[src/rtl/fp_maxscan_ctrl_if.sv]
// Operand stream in, single reduction result out, for the fp32 max/min scan controller.
interface fp_maxscan_ctrl_if #(
  parameter int IDX_W = 8
);
  logic             in_valid;
  logic             in_ready;
  logic [31:0]      in_data;
  logic             in_last;
  logic             mode_min;
  logic             out_valid;
  logic             out_ready;
  logic [31:0]      out_data;
  logic [IDX_W-1:0] out_index;
  logic [IDX_W:0]   out_count;
  logic             out_ovf;

  modport master (
    output in_valid, in_data, in_last, mode_min, out_ready,
    input  in_ready, out_valid, out_data, out_index, out_count, out_ovf
  );

  modport slave (
    input  in_valid, in_data, in_last, mode_min, out_ready,
    output in_ready, out_valid, out_data, out_index, out_count, out_ovf
  );
endinterface

[src/rtl/fp_maxscan_ctrl.sv]
// Streaming fp32 max/min reduction with first-occurrence index; one compare per accepted beat.
// Result registered one cycle after the last beat; input stalls while a result waits in DONE.
module fp_maxscan_ctrl #(
  parameter int IDX_W = 8
) (
  input logic              clk,
  input logic              rst,
  fp_maxscan_ctrl_if.slave bus
);

  typedef enum logic [1:0] {
    IDLE = 2'd0,
    SCAN = 2'd1,
    DONE = 2'd2
  } state_t;

  localparam logic [IDX_W:0] CNT_MAX = {1'b1, {IDX_W{1'b0}}};
  localparam logic [IDX_W:0] CNT_ONE = (IDX_W+1)'(1);

  state_t           state;
  state_t           state_nxt;
  logic [31:0]      best;
  logic [31:0]      best_nxt;
  logic [IDX_W-1:0] idx;
  logic [IDX_W-1:0] idx_nxt;
  logic [IDX_W:0]   cnt;
  logic [IDX_W:0]   cnt_nxt;
  logic             ovf;
  logic             ovf_nxt;
  logic             mode;
  logic             mode_nxt;
  logic             accept;
  logic             finish;
  logic             better;

  // Sign-magnitude ordering: magnitude bits compare directly, reversed for negatives.
  function automatic logic gt(input logic [31:0] a, input logic [31:0] b);
    if (a == b)
      return 1'b0;
    else if (a[31] != b[31])
      return ~a[31];
    else if (!a[31])
      return a[30:0] > b[30:0];
    else
      return a[30:0] < b[30:0];
  endfunction

  assign bus.in_ready  = (state != DONE);
  assign bus.out_valid = (state == DONE);
  assign accept        = bus.in_valid && bus.in_ready;
  assign finish        = accept && bus.in_last;
  assign better        = mode ? gt(best, bus.in_data) : gt(bus.in_data, best);

  always_comb begin
    state_nxt = state;
    best_nxt  = best;
    idx_nxt   = idx;
    cnt_nxt   = cnt;
    ovf_nxt   = ovf;
    mode_nxt  = mode;
    case (state)
      IDLE: begin
        if (accept) begin
          best_nxt  = bus.in_data;
          idx_nxt   = '0;
          cnt_nxt   = CNT_ONE;
          ovf_nxt   = 1'b0;
          mode_nxt  = bus.mode_min;
          state_nxt = bus.in_last ? DONE : SCAN;
        end
      end
      SCAN: begin
        if (accept) begin
          // Beats past the representable length are consumed but never compared.
          if (cnt == CNT_MAX) begin
            ovf_nxt = 1'b1;
          end else begin
            if (better) begin
              best_nxt = bus.in_data;
              idx_nxt  = cnt[IDX_W-1:0];
            end
            cnt_nxt = cnt + CNT_ONE;
          end
          if (bus.in_last)
            state_nxt = DONE;
        end
      end
      DONE: begin
        if (bus.out_ready)
          state_nxt = IDLE;
      end
      default: state_nxt = IDLE;
    endcase
  end

  always_ff @(posedge clk) begin
    if (rst) begin
      state <= IDLE;
      best  <= '0;
      idx   <= '0;
      cnt   <= '0;
      ovf   <= 1'b0;
      mode  <= 1'b0;
    end else begin
      state <= state_nxt;
      best  <= best_nxt;
      idx   <= idx_nxt;
      cnt   <= cnt_nxt;
      ovf   <= ovf_nxt;
      mode  <= mode_nxt;
    end
  end

  // Result registers only move when a vector completes, so they hold through the next scan.
  always_ff @(posedge clk) begin
    if (rst) begin
      bus.out_data  <= '0;
      bus.out_index <= '0;
      bus.out_count <= '0;
      bus.out_ovf   <= 1'b0;
    end else if (finish) begin
      bus.out_data  <= best_nxt;
      bus.out_index <= idx_nxt;
      bus.out_count <= cnt_nxt;
      bus.out_ovf   <= ovf_nxt;
    end
  end

endmodule

[src/flat_wrapper.sv]
// flat-port wrapper written by rule: the top's interface ports become plain ports
module fp_maxscan_ctrl_flat 
#(
  parameter int IDX_W = 8
)
  (clk, rst, bus_in_valid, bus_in_data, bus_in_last, bus_mode_min, bus_out_ready, bus_in_ready, bus_out_valid, bus_out_data, bus_out_index, bus_out_count, bus_out_ovf);
  fp_maxscan_ctrl_if #(.IDX_W(IDX_W)) bus_i ();
  input logic clk;
  input logic rst;
  input wire logic [$bits(bus_i.in_valid)-1:0] bus_in_valid;
  input wire logic [$bits(bus_i.in_data)-1:0] bus_in_data;
  input wire logic [$bits(bus_i.in_last)-1:0] bus_in_last;
  input wire logic [$bits(bus_i.mode_min)-1:0] bus_mode_min;
  input wire logic [$bits(bus_i.out_ready)-1:0] bus_out_ready;
  output wire logic [$bits(bus_i.in_ready)-1:0] bus_in_ready;
  output wire logic [$bits(bus_i.out_valid)-1:0] bus_out_valid;
  output wire logic [$bits(bus_i.out_data)-1:0] bus_out_data;
  output wire logic [$bits(bus_i.out_index)-1:0] bus_out_index;
  output wire logic [$bits(bus_i.out_count)-1:0] bus_out_count;
  output wire logic [$bits(bus_i.out_ovf)-1:0] bus_out_ovf;
  assign bus_i.in_valid = bus_in_valid;
  assign bus_i.in_data = bus_in_data;
  assign bus_i.in_last = bus_in_last;
  assign bus_i.mode_min = bus_mode_min;
  assign bus_i.out_ready = bus_out_ready;
  assign bus_in_ready = bus_i.in_ready;
  assign bus_out_valid = bus_i.out_valid;
  assign bus_out_data = bus_i.out_data;
  assign bus_out_index = bus_i.out_index;
  assign bus_out_count = bus_i.out_count;
  assign bus_out_ovf = bus_i.out_ovf;
  fp_maxscan_ctrl #(.IDX_W(IDX_W)) u_core (.clk(clk), .rst(rst), .bus(bus_i));
endmodule
[config.mk]
export PLATFORM = sky130hd
export DESIGN_NAME = fp_maxscan_ctrl_flat
export DESIGN_NICKNAME = d
export VERILOG_FILES = /design/src/rtl/fp_maxscan_ctrl_if.sv /design/src/rtl/fp_maxscan_ctrl.sv /design/src/flat_wrapper.sv
export SDC_FILE = /design/constraint.sdc
export NUM_CORES = 1
export LEC_CHECK = 0
export BUFFER_PORTS_ARGS = -buffer_cell sky130_fd_sc_hd__buf_4
export CORE_MARGIN = 2
export CORE_UTILIZATION = 55
export CTS_CLUSTER_SIZE = 25
export DETAILED_ROUTE_END_ITERATION = 6
export GPL_ROUTABILITY_DRIVEN = 0
export PLACE_DENSITY = 0.8
export SYNTH_ARGS = -nofsm -noshare
export SYNTH_HDL_FRONTEND = slang
export SYNTH_SLANG_ARGS = --single-unit
[constraint.sdc]
create_clock -name clk -period 3.4 [get_ports clk]
set_input_delay 0.34 -clock clk [delete_from_list [all_inputs] [get_ports clk]]
set_output_delay 0.34 -clock clk [all_outputs]
set_load 0.1 [all_outputs]
* Word level (Yosys, flattened, before mapping)
Cells that the tools add are included.
Widths: inputs -> output; s select.
** Word-level totals
- Bits in registers :: 103
- Latch bits :: 0
- Memory bits (writable) :: 0
- ROM bits :: 0
- Bits of input ports :: 38
- Output and inout bits :: 52
- Memories :: 0
** Operators by class
- Add/subtract/negate cells :: 1
- Multipliers :: 0
- Divide/modulo/power cells :: 0
- $lt $le $gt $ge :: 4
- Eq/ne operators :: 12
- Shift-type cells :: 0
- Multiplexer cells :: 31
- Bitwise logic cells :: 2
- Reductions and logical operators :: 5
** Operators with widths (number)
- $mux 32 :: 4
- $eq 32x32->1 :: 2
- $pmux 32 s2 :: 1
- $gt 31x31->1 :: 2
- $lt 31x31->1 :: 2
- $mux 8 :: 4
- $mux 9 :: 3
- $pmux 9 s2 :: 1
- $pmux 8 s2 :: 1
- $mux 1 :: 10
- $mux 2 :: 5
- $add 9x1->9 const B :: 1
- $eq 9x9->1 const B :: 1
- $ne 2x2->1 const B :: 3
- $pmux 2 s3 :: 1
- $ne 2x1->1 const B :: 2
- $reduce_and 4->1 :: 1
- $eq 2x1->1 const B :: 1
- $eq 2x2->1 const B :: 1
- $logic_and 1x1->1 :: 2
- $logic_not 2->1 :: 1
- $ne 1x1->1 :: 2
- $not 1->1 :: 2
- $pmux 1 s2 :: 1
- $reduce_and 2->1 :: 1

* Depth between registers and ports, before layout
- Depth in word-level cells :: 9
- Depth in mapped cells :: 12
- Gate-level depth less buffers :: 10

* Least setup slack after synthesis
No wires, ideal clock.
- Kind :: flip-flop to flip-flop
- Start :: reg u_core.state[0]
- End :: reg u_core.bus.out_data[28]
- Arrival :: 3074 ps
- Data required time :: 3312 ps
- Slack :: 237 ps
- Cell stages (with the launch flop) :: 9
- Cell sequence :: dfxtp_1 > inv_1 > nand2_1 > inv_1 > nor2_1 > clkbuf_1 > clkbuf_1 > nor2_1 > a311oi_2
** Between the ends
- Longest elaborated chain between the ends :: 4
- Elaborated cells between the ends (all ways) :: 8
** RTL lines
- from (decl) :: line fp_maxscan_ctrl.sv:20 : state_t state;
- from (signal assigned) :: line fp_maxscan_ctrl.sv:105 : state <= state_nxt;
- $ne 2x2->1 * :: line fp_maxscan_ctrl.sv:48 : assign bus.in_ready = (state != DONE);
- named net bus_in_ready :: line flat_wrapper.sv:15 : output wire logic [$bits(bus_i.in_ready)-1:0] bus_in_ready;
- $logic_and 1x1->1 * :: line fp_maxscan_ctrl.sv:50 : assign accept = bus.in_valid && bus.in_ready;
- $mux 32, on equally long branches :: line fp_maxscan_ctrl.sv:73, fp_maxscan_ctrl.sv:63
- $pmux 32 s2 :: line fp_maxscan_ctrl.sv:61 : case (state)
- to (signal assigned) :: line fp_maxscan_ctrl.sv:122 : bus.out_data <= best_nxt;
- to (decl) :: line fp_maxscan_ctrl_if.sv:24 : output in_ready, out_valid, out_data, out_index, out_count, out_ovf
Mark *: on every way through the listed nets, which the timed path passes. The rest lies on a longest branch.
A chain may end at the register's enable or synchronous reset.

* Final worst setup path
- Start :: reg u_core.best[26]
- End :: reg u_core.bus.out_data[31]
** Between the ends
- Longest elaborated chain between the ends :: 9
- Elaborated cells between the ends (all ways) :: 17
** RTL lines
- from (decl) :: line fp_maxscan_ctrl.sv:22 : logic [31:0] best;
- from (signal assigned) :: line fp_maxscan_ctrl.sv:106 : best <= best_nxt;
- $gt 31x31->1 or $lt 31x31->1 (tied branches) :: line fp_maxscan_ctrl.sv:43, fp_maxscan_ctrl.sv:45
- $mux 1 :: line fp_maxscan_ctrl.sv:42 : else if (!a[31])
- $mux 1 :: line fp_maxscan_ctrl.sv:40 : else if (a[31] != b[31])
- $mux 1 :: line fp_maxscan_ctrl.sv:38 : if (a == b)
- $mux 1 * :: line fp_maxscan_ctrl.sv:52 : assign better = mode ? gt(best, bus.in_data) : gt(bus.in_data, best);
- $mux 32 * :: line fp_maxscan_ctrl.sv:78 : if (better) begin
- $mux 32 * :: line fp_maxscan_ctrl.sv:75 : if (cnt == CNT_MAX) begin
- $mux 32 * :: line fp_maxscan_ctrl.sv:73 : if (accept) begin
- $pmux 32 s2 * :: line fp_maxscan_ctrl.sv:61
Every way passes the cells marked *; elsewhere a longest branch is shown, timed or not.

==> flow_metrics.py <==
metrics = {
    "timing": {
        "max_slew.worst_pin.slew_ns": 1.05,
        "rsz0062_at_grt": "false",
        "finClkSkew_ns": 0.00902,
        "setup_viol": 0,
        "slew_headroom": 0.300,
        "report.final.hold_viol_count": 0,
        "period_share": 0.901,
        "fmax_ghz": 0.327,
        "fin_crit_ns": 3.06,
        "tns_ns": 0,
        "finalMaxSlewViolations": 0,
    },
    "global_route": {
        "grt_max_degree": 104,
        "grt_pass1_wl_um": 20400,
        "grt_use_total": 0.248,
        "antenna_found_initial": 0,
        "overflow": 0,
        "grt_pass1_vias": 4417,
    },
    "synth": {
        "synth_fp_nets": 643,
        "yosys_register_bits": 103,
        "syn_area_sq_um": 5120,
        "syn_inst": 572,
        "synth.avg_cell_area_sq_um": 8.95,
        "async_reset_ff_frac": 0,
        "post_synth_num_cell_types": 51,
        "ys.flop_type": "dfxtp_1",
        "synth_seq_area_share": 0.403,
        "synth_edf_count": 0,
        "ys_top_cells_by_area": "dfxtp_1 40%, ha_1 8.1%, o211ai_2 7.3%",
        "synth.top_cell.area_share": 0.403,
        "synth_area_leader_cell": "dfxtp_1",
        "yosys_warnings": 0,
    },
    "clock_tree": {
        "post_cts_resized": 0,
        "postCtsHoldBufs": 0,
        "htree_levels": 3,
        "post_cts_buffers": 0,
        "worstSkewPairLatency_ns": 0.36,
        "cts_tree": "yes",
        "root_buffer": "clkbuf_8",
        "cts_made_buffers": 9,
        "clk_pin_slew_worst_paths_ns": 0.10,
        "clkSinkCount": 103,
        "clockBufferDepth": 2,
    },
    "place": {
        "port_buffers": 89,
        "placed_cells": 743,
        "hpwl_um": 8410,
    },
    "critical_path": {
        "reg2reg_to": "u_core.bus.out_data[31]",
        "cp.required_ns": 3.67,
        "end_kind": "register",
        "crit_fanout": 14,
        "worstPathArrival_ns": 3.33,
        "path_class": "register to register",
        "r2r_cells": 10,
        "critPathLaunchType": "register",
        "r2r_slack_ns": 0.34,
        "crit-reg2reg-launch": "u_core.best[26]",
    },
    "detailed_routing": {
        "drt-total-wl_um": 12200,
        "wl_per_cell_um": 16.1,
        "drc": 0,
        "ant_nets": 0,
        "vias": 4511,
        "drt_first_iter_violations": 237,
        "vias_per_cell": 5.94,
        "drt-pass1-iter-count": 4,
    },
    "worst_hold_path": {
        "min_path_type": "input pin to register",
        "hp-start": "bus_in_last",
        "whs_path_depth": 2,
        "min_to": "u_core.state[0]",
    },
    "floorplanning": {
        "ios": 90,
        "num_rows": 35,
        "die_y_um": 100,
        "initial_core_util": 0.560,
        "dieArea_sq_um": 10100,
        "core_area_sq_um": 9150,
        "die_w_um": 100,
    },
    "pwr": {
        "p_leak_nw": 2.50,
        "power.density_nw_per_um2": 496,
        "finalPower_mw": 3.00,
        "irDropWorstVdd_uv": 216,
    },
    "cells_and_area": {
        "final_cell_mix": "103 x dfxtp_1, 100 x buf_4, 76 x nor2_1",
        "drive_above_1_share": 0.259,
        "antenna_cells": 0,
        "finalNonFillerCells": 759,
        "nets": 714,
        "final_common_cell": "dfxtp_1",
        "syn2layout_area_growth_pct": 18.1,
    },
    "run": {
        "drv_cap": 0,
    },
    "run_status": {
        "status": "completed",
    },
}
cells by family (layout without fill, tap and decap cells):
kind of cell | count (synthesis) | count (layout) | synth area share
and+or+nand+nor | 178 | 178 | 0.162
AOI/OAI and AO/OA | 171 | 171 | 0.275
DFF | 103 | 103 | 0.403
buffers and inverters | 82 | 158 | 0.0696
adders and majority gates | 33 | 33 | 0.0806
muxes | 5 | 5 | 0.0103
state kept, by name, indices dropped and copies added (netlist names), 2 cells and up:
| name | flops |
|---|---|
| u_core.idx | 8 |
| u_core.state | 2 |
| u_core.bus.out_count | 9 |
| u_core.best | 32 |
| u_core.bus.out_data | 32 |
| u_core.bus.out_index | 8 |
| u_core.cnt | 9 |
where the power goes:
| group | leakage (nW) | switching, mW | internal, mW |
|---|---|---|---|
| Sequential | 0.844 | 0.0534 | 1.28 |
| Combinational | 1.55 | 0.621 | 0.236 |
| Clock | 0.107 | 0.423 | 0.385 |
synth_stat cells (all sizes together) (2+ instances only):
cell type and count:
a211oi 12, a21oi 57, a221oi 4, a22oi 4
a311oi 37, and2 3, buf 14, clkbuf 27
dfxtp 103, ha 33, inv 41, mux2 2
mux2i 3, nand2 24, nand2b 4, nand3 43
nand3b 2, nand4 8, nor2 77, nor2b 2
nor3 7, nor4 3, o211ai 38, o21ai 7
or3 2, or4 2
how the worst max path moves through the flow:
stage | slack [ns] | to | startpoint | cells past startpoint
2_1_floorplan | 0.24 | u_core.bus.out_data[28] | u_core.state[0] | 8
3_3_place_gp | 0.41 | u_core.bus.out_data[31] | bus_in_data[22] | 12
3_5_place_dp | 0.27 | u_core.bus.out_data[17] | bus_in_data[10] | 12
4_1_cts | 0.40 | u_core.bus.out_data[17] | u_core.best[26] | 10
5_1_grt | 0.13 | u_core.bus.out_data[31] | u_core.best[26] | 10
6_report | 0.34 | u_core.bus.out_data[31] | u_core.best[26] | 10
per-stage QoR:
| stage | worst slack, ns | hold slack [ns] | cell area (sq um) | utilization |
|---|---|---|---|---|
| finish | 0.338 | 0.201 | 6050 | 0.661 |
| global route | 0.131 | 0.178 | 6050 | 0.661 |
| CTS | 0.396 | 0.188 | 6050 | 0.661 |
| detailed placement | 0.268 | 0.449 | 5840 | 0.638 |
| global placement | 0.412 | 0.449 | 5840 | 0.638 |
| floorplan | 0.237 | 0.436 | 5120 | - |
critical path: stages, from the launching register on:
cell      delay, ns
dfxtp_1        0.34
ha_1           0.32
nand4_1        0.19
nor4_2         0.39
and2_2         0.26
nor2b_1        0.07
a221oi_2       0.42
a22o_2         0.27
buf_4          0.27
o211ai_1       0.14
a311oi_1       0.28
routing by layer:
metal  GRT usage  vias to the layer above  share of wire
li1            -                     2242              -
met1       0.321                     2124           0.45
met2       0.415                      125           0.49
met3      0.0395                       20          0.041
met4       0.101                        0          0.019
met5           0                        -              0
layout make-up:
class | instances | area, sq um
clock buffer | 12 | 155
clock inverter | 4 | 52.6
fill | 743 | 3100
inverter | 41 | 154
multi-input combinational | 387 | 2720
sequential | 103 | 2060
tap | 111 | 139
timing repair buffer | 101 | 771
No activity file was read; power rests on OpenSTA's default activity.
